==> config.mk <==
export PLATFORM = sky130hd
export DESIGN_NAME = rggen_bus_arbiter
export DESIGN_NICKNAME = d
export VERILOG_FILES = /design/src/rtl/rggen_rtl_pkg.sv /design/src/rtl/rggen_round_robin_arbiter.sv /design/src/rtl/rggen_bus_arbiter.sv
export SDC_FILE = /design/constraint.sdc
export NUM_CORES = 1
export LEC_CHECK = 0
export BUFFER_PORTS_ARGS = -buffer_cell sky130_fd_sc_hd__clkbuf_2
export CAP_MARGIN = 30
export CORE_AREA = 2 2 91 93
export DETAILED_ROUTE_END_ITERATION = 6
export DIE_AREA = 0 0 93 95
export PLACE_DENSITY = 0.8
export REMOVE_ABC_BUFFERS = 1
export SLEW_MARGIN = 20
export SYNTH_ARGS = -nofsm -noshare
export SYNTH_HDL_FRONTEND = slang
export SYNTH_HIERARCHICAL = 1
export SYNTH_SLANG_ARGS = --single-unit
==> constraint.sdc <==
create_clock -name clk -period 3.6 [get_ports clk]
set_input_delay 0.36 -clock clk [delete_from_list [all_inputs] [get_ports clk]]
set_output_delay 0.36 -clock clk [all_outputs]
set_load 0.01 [all_outputs]
==> src/rtl/rggen_rtl_pkg.sv <==
// Shared register-bus types and helpers.
// Used by the bus arbiter and its round-robin grant logic.
package rggen_rtl_pkg;

    typedef enum logic {
        RGGEN_READ  = 1'b0,
        RGGEN_WRITE = 1'b1
    } rggen_direction;

    typedef enum logic [1:0] {
        RGGEN_OKAY   = 2'b00,
        RGGEN_EXOKAY = 2'b01,
        RGGEN_SLVERR = 2'b10,
        RGGEN_DECERR = 2'b11
    } rggen_status;

    // Index width that never collapses to zero bits (a single requester still needs one bit).
    function automatic int rggen_clog2_min1(input int value);
        return (value <= 2) ? 1 : $clog2(value);
    endfunction

endpackage

==> src/rtl/rggen_round_robin_arbiter.sv <==
// Combinational round-robin pick: the first requester at or after the pointer wins,
// wrapping from NUM_REQUESTERS-1 back to 0.
module rggen_round_robin_arbiter
    import rggen_rtl_pkg::*;
#(
    parameter int NUM_REQUESTERS = 2,
    parameter int INDEX_WIDTH    = rggen_clog2_min1(NUM_REQUESTERS)
)(
    input  logic [NUM_REQUESTERS-1:0] request,
    input  logic [INDEX_WIDTH-1:0]    pointer,
    output logic                      grant_valid,
    output logic [NUM_REQUESTERS-1:0] grant_onehot,
    output logic [INDEX_WIDTH-1:0]    grant_index
);

    // candidate_index[gi] is the requester examined at priority position gi
    logic [INDEX_WIDTH-1:0] candidate_index [NUM_REQUESTERS];

    generate
        for (genvar gi = 0; gi < NUM_REQUESTERS; gi++) begin : g_candidate
            assign candidate_index[gi] = INDEX_WIDTH'((int'(pointer) + gi) % NUM_REQUESTERS);
        end
    endgenerate

    always_comb begin
        grant_valid  = 1'b0;
        grant_index  = '0;
        grant_onehot = '0;
        for (int i = 0; i < NUM_REQUESTERS; i++) begin
            if (!grant_valid && request[candidate_index[i]]) begin
                grant_valid = 1'b1;
                grant_index = candidate_index[i];
            end
        end
        if (grant_valid) begin
            grant_onehot[grant_index] = 1'b1;
        end
    end

endmodule

==> src/rtl/rggen_bus_arbiter.sv <==
// Shares one local register bus between NUM_REQUESTERS hosts: round-robin grant,
// one access in flight, payload captured at grant, optional watchdog on hung accesses.
module rggen_bus_arbiter
    import rggen_rtl_pkg::*;
#(
    parameter int NUM_REQUESTERS      = 2,
    parameter int LOCAL_ADDRESS_WIDTH = 16,
    parameter int DATA_WIDTH          = 32,
    parameter int TIMEOUT_CYCLES      = 0
)(
    input  logic                                               clk,
    input  logic                                               rst_n,
    input  logic [NUM_REQUESTERS-1:0]                          i_request,
    input  rggen_direction [NUM_REQUESTERS-1:0]                i_direction,
    input  logic [NUM_REQUESTERS-1:0][LOCAL_ADDRESS_WIDTH-1:0] i_address,
    input  logic [NUM_REQUESTERS-1:0][DATA_WIDTH-1:0]          i_write_data,
    input  logic [NUM_REQUESTERS-1:0][DATA_WIDTH/8-1:0]        i_write_strobe,
    output logic [NUM_REQUESTERS-1:0]                          o_done,
    output logic [DATA_WIDTH-1:0]                              o_read_data,
    output rggen_status                                        o_status,
    output logic                                               bus_request,
    output rggen_direction                                     bus_direction,
    output logic [LOCAL_ADDRESS_WIDTH-1:0]                     bus_address,
    output logic [DATA_WIDTH-1:0]                              bus_write_data,
    output logic [DATA_WIDTH/8-1:0]                            bus_write_strobe,
    input  logic                                               bus_done,
    input  logic [DATA_WIDTH-1:0]                              bus_read_data,
    input  rggen_status                                        bus_status
);

    localparam int INDEX_WIDTH  = rggen_clog2_min1(NUM_REQUESTERS);
    localparam int STROBE_WIDTH = DATA_WIDTH / 8;
    localparam int COUNT_WIDTH  = rggen_clog2_min1(TIMEOUT_CYCLES + 1);
    localparam logic [0:0] STATE_IDLE = 1'b0;
    localparam logic [0:0] STATE_BUSY = 1'b1;

    logic [0:0]               state_reg;
    logic [INDEX_WIDTH-1:0]   grant_reg;
    logic [INDEX_WIDTH-1:0]   pointer_reg;
    logic [INDEX_WIDTH-1:0]   pointer_next;
    rggen_direction           direction_reg;
    logic [LOCAL_ADDRESS_WIDTH-1:0] address_reg;
    logic [DATA_WIDTH-1:0]    write_data_reg;
    logic [STROBE_WIDTH-1:0]  write_strobe_reg;

    logic                      arb_valid;
    logic [NUM_REQUESTERS-1:0] arb_onehot;
    logic [INDEX_WIDTH-1:0]    arb_index;
    rggen_direction            selected_direction;
    logic [LOCAL_ADDRESS_WIDTH-1:0] selected_address;
    logic [DATA_WIDTH-1:0]     selected_write_data;
    logic [STROBE_WIDTH-1:0]   selected_write_strobe;
    logic                      timeout_hit;
    logic                      finish;

    rggen_round_robin_arbiter #(
        .NUM_REQUESTERS (NUM_REQUESTERS),
        .INDEX_WIDTH    (INDEX_WIDTH)
    ) u_round_robin (
        .request      (i_request),
        .pointer      (pointer_reg),
        .grant_valid  (arb_valid),
        .grant_onehot (arb_onehot),
        .grant_index  (arb_index)
    );

    always_comb begin
        selected_direction    = RGGEN_READ;
        selected_address      = '0;
        selected_write_data   = '0;
        selected_write_strobe = '0;
        for (int i = 0; i < NUM_REQUESTERS; i++) begin
            if (arb_onehot[i]) begin
                selected_direction    = i_direction[i];
                selected_address      = i_address[i];
                selected_write_data   = i_write_data[i];
                selected_write_strobe = i_write_strobe[i];
            end
        end
    end

    generate
        if (TIMEOUT_CYCLES > 0) begin : g_watchdog
            logic [COUNT_WIDTH-1:0] count_reg;
            // Held at zero while idle, so every access starts counting from 0.
            always_ff @(posedge clk or negedge rst_n) begin
                if (!rst_n) begin
                    count_reg <= '0;
                end else if (state_reg == STATE_IDLE) begin
                    count_reg <= '0;
                end else begin
                    count_reg <= count_reg + COUNT_WIDTH'(1);
                end
            end
            assign timeout_hit = (state_reg == STATE_BUSY) && !bus_done &&
                                 (count_reg == COUNT_WIDTH'(TIMEOUT_CYCLES - 1));
        end else begin : g_no_watchdog
            assign timeout_hit = 1'b0;
        end
    endgenerate

    assign finish       = (state_reg == STATE_BUSY) && (bus_done || timeout_hit);
    assign pointer_next = (grant_reg == INDEX_WIDTH'(NUM_REQUESTERS - 1)) ? '0
                                                                          : grant_reg + INDEX_WIDTH'(1);

    always_ff @(posedge clk or negedge rst_n) begin
        if (!rst_n) begin
            state_reg        <= STATE_IDLE;
            grant_reg        <= '0;
            pointer_reg      <= '0;
            direction_reg    <= RGGEN_READ;
            address_reg      <= '0;
            write_data_reg   <= '0;
            write_strobe_reg <= '0;
        end else if (state_reg == STATE_IDLE) begin
            if (arb_valid) begin
                state_reg        <= STATE_BUSY;
                grant_reg        <= arb_index;
                direction_reg    <= selected_direction;
                address_reg      <= selected_address;
                write_data_reg   <= selected_write_data;
                write_strobe_reg <= selected_write_strobe;
            end
        end else if (finish) begin
            state_reg   <= STATE_IDLE;
            pointer_reg <= pointer_next;
        end
    end

    assign bus_request      = (state_reg == STATE_BUSY);
    assign bus_direction    = direction_reg;
    assign bus_address      = address_reg;
    assign bus_write_data   = write_data_reg;
    assign bus_write_strobe = write_strobe_reg;

    // A real bus_done always beats the watchdog in the same cycle.
    always_comb begin
        o_done      = '0;
        o_read_data = '0;
        o_status    = RGGEN_OKAY;
        if (finish) begin
            o_done[grant_reg] = 1'b1;
            if (bus_done) begin
                o_read_data = bus_read_data;
                o_status    = bus_status;
            end else begin
                o_status = RGGEN_SLVERR;
            end
        end
    end

endmodule

==> metrics.md <==
| Metric | Value |
|---|---|
| Status | complete, no violations |
| Crit share post-route | 0.609 |
| Die Wd | 93 microns |
| TritonCTS clock tree | built |
| Max reg flops | 32 |
| Initial core utilization | 0.414 |
| Nets | 655 |
| Iter 0 DRT Violations | 119 |
| Drt pass-1 iters | 4 |
| Fillers | 728 |
| FP Rows | 33 |
| Unique cell type count in the Yosys netlist | 20 |
| Skew final | 14.6 ps |
| Ant diodes | 0 |
| Fmax | 456 MHz |
| Initial antenna violation count | 0 |
| Cell Area, Placed | 0.00439 sq mm |
| FFs w/ async S/R, synth | 1.00 |
| Combinational Power Share | 0.471 |
| Total Power | 2.86 mW |
| Syn Std Cell Area | 0.00328 sq mm |
| Top_reg_cell synth | dfrtp_1 |
| Register area share after synthesis | 0.427 |
| Post-synth top cells | 56 x dfrtp_1, 54 x nor2_1, 50 x a21oi_2, 50 x a22oi_2, 35 x and3_1 |
| Post-synth EDFFs | 0 |
| Die Ht | 95 microns |
| Global-route wire length before repair | 13,800 microns |
| Post-CTS setup buffer count | 0 |
| Sw Pwr | 1.15 mW |
| Crit path depth | 4 |
| WP buf/inv | 1 |
| Syn avg cell area | 11.1 sq um |
| I/O pin count | 235 |
| CP max-delay cell | dfrtp_1 |
| Area growth syn-to-layout | 38.5% |
| Port Buf Inserts | 234 |
| Vias per cell | 4.92 |
| Hold_buf cts | 0 |
| Critical path startpoint | bus_request |
| Min Tclk post-route | 2190 ps |
| R2r setup slk | 1410 ps |
| Setup CP Type | flop to flop |
| Part of the power in the clock network | 0.151 |
| H-tree Lvls | 2 |
| CTS sink cnt | 56 |
| #FFs+latches synth | 56 |
| Cell leakage power | 2.31 nW |
| Min-Delay Path Class | input port to async pin |
| CTS Buffer Depth | 2 |
| Vias in the first global route | 2,811 |
| Grt ovf | 0 |
| Max Cap Viol | 0 |
| GRT Util Overall | 0.199 |
| RR Startpoint | bus_request |
| Most frequent cell after synthesis | dfrtp_1 |
| Crit path capture | bus_address[1] |
| Synth area leaders | dfrtp_1 43%, a22oi_2 19%, a21oi_2 13% |
| Root Buffer | clkbuf_8 |
| Area share of the largest cell type after synthesis | 0.427 |
| CP delay by family, top | flip-flops |
| # setup viols final | 0 |
| Clock-pin slew on the worst setup and hold paths | 110 ps |
| Final wirelength | 9220 microns |
| Design area | 0.00454 sq mm |
| CTS Buf Count | 5 |
| Crit path DAT | 2430 ps |
| ANT nets after route | 0 |
| Final Hold Fails | 0 |
| Worst-Skew Late Latency | 310 ps |
| Total number of vias | 3,033 |
| P per Cell Area | 630 mW/mm^2 |
| Int Pwr | 1.72 mW |
| Slew headroom | 0.416 |
| Maximum fanout along the worst path | 57 |
| Core Util, Final | 0.573 |
| Post-Syn Instances | 295 |
| Least-Margin Pin Slew | 875 ps |
| Ratio of cells with drive above 1 in the final layout | 0.689 |
| Routed WL per cell | 15.0 microns |
| Sw frac | 0.401 |
| Die area | 0.00884 sq mm |
| CP Capture Type | flop |
| R2R Path End | bus_address[1] |
| Worst path required time | 3840 ps |
| Worst VDD drop | 305 uV |
| GP Congestion | 0.761 |
| HPWL Detailed | 7250 microns |
| Cell Chain, Critical Path | nor2b_4 > buf_4 > nor2_1 > a21oi_2 |
| Yosys warns | 6 |
| Slowest stage delay, CP | 730 ps |
| Startpoint type of the worst setup path | flop |
| Post-synth top area cell | dfrtp_1 |
| Drc violations | 0 |
| R2R depth | 4 |
| RSZ-0062 raised after global routing | false |
| Post-CTS Resized | 0 |
| Pin count of the biggest net entering global routing | 58 |
| Slew Viols, Final | 0 |
| Sequential power share | 0.378 |
| CORE AREA | 0.00793 sq mm |
how the worst min path moves through the flow:
stage	depth (start not counted)	endpoint	from	slack, ps
5_1_grt	1	bus_write_strobe[2]	rst_n	130
6_report	1	bus_write_strobe[2]	rst_n	80
4_1_cts	1	bus_write_strobe[2]	rst_n	100
2_1_floorplan	0	bus_address[0]	rst_n	60
3_5_place_dp	1	bus_write_strobe[2]	rst_n	440
3_3_place_gp	1	bus_write_data[21]	rst_n	440
cells by family after synthesis:
group                  share of synthesized area
AO/OA/AOI/OAI                              0.347
AND/OR/NAND/NOR                            0.138
flip-flops                                 0.427
buffers and inverters                     0.0847
multiplexers                             0.00343
routing by layer:
metal,vias up,share of wire,track usage
li1,1483,-,-
met1,1395,0.35,0.206
met2,143,0.53,0.371
met3,12,0.10,0.0726
met4,0,0.017,0.0662
met5,-,0,0
layout make-up:
cell class	instances	area, sq um	area share
clock inverters	2	38.8	0.00854
multi-input cells	205	1620	0.357
repair buffers	240	1260	0.278
inverters	2	7.51	0.00165
flip-flops and latches	56	1400	0.308
well taps	105	131	0.0289
clock buffers	6	82.6	0.0182
worst reg2reg max path, stage by stage, from the launching register on:
cell,delay [ps]
dfrtp_1,730
nor2b_4,510
buf_4,620
nor2_1,140
a21oi_2,120
layout by cell type, fill, tap and decap left out, drive strengths merged:
cell type / Yosys / final
clkbuf: 7 / 240
dfrtp: 56 / 56
nor2: 54 / 54
a22oi: 53 / 53
a21oi: 53 / 53
and3: 35 / 35
buf: 25 / 6
a21boi: 3 / 3
inv: 2 / 2
nor2b: 2 / 2
a21o: 2 / 2
nand2: 1 / 1
mux2: 1 / 1
bufinv: 0 / 1
clkinv: 0 / 1
or2: 1 / 1
metrics by stage:
step | setup slack (ps) | hold WS, ps | cells | setup TNS [ps]
CTS | 1410 | 97.7 | 615 | 0
global route | 1190 | 129 | 616 | 0
global placement | 1530 | 439 | 607 | 0
floorplan | -2800 | 64.4 | 263 | -134250
finish | 1410 | 80.9 | 616 | 0
detailed placement | 1440 | 442 | 607 | 0
power by group through the flow:
stage               Clock [mW]  Combinational, mW  Sequential (mW)
floorplan                    0              0.725             1.20
global placement             0               1.32             1.08
detailed placement           0               1.36             1.09
CTS                      0.449               1.36             1.08
global route             0.476               1.48             1.12
finish                   0.433               1.35             1.08
Power figures use the tool's default switching activity.
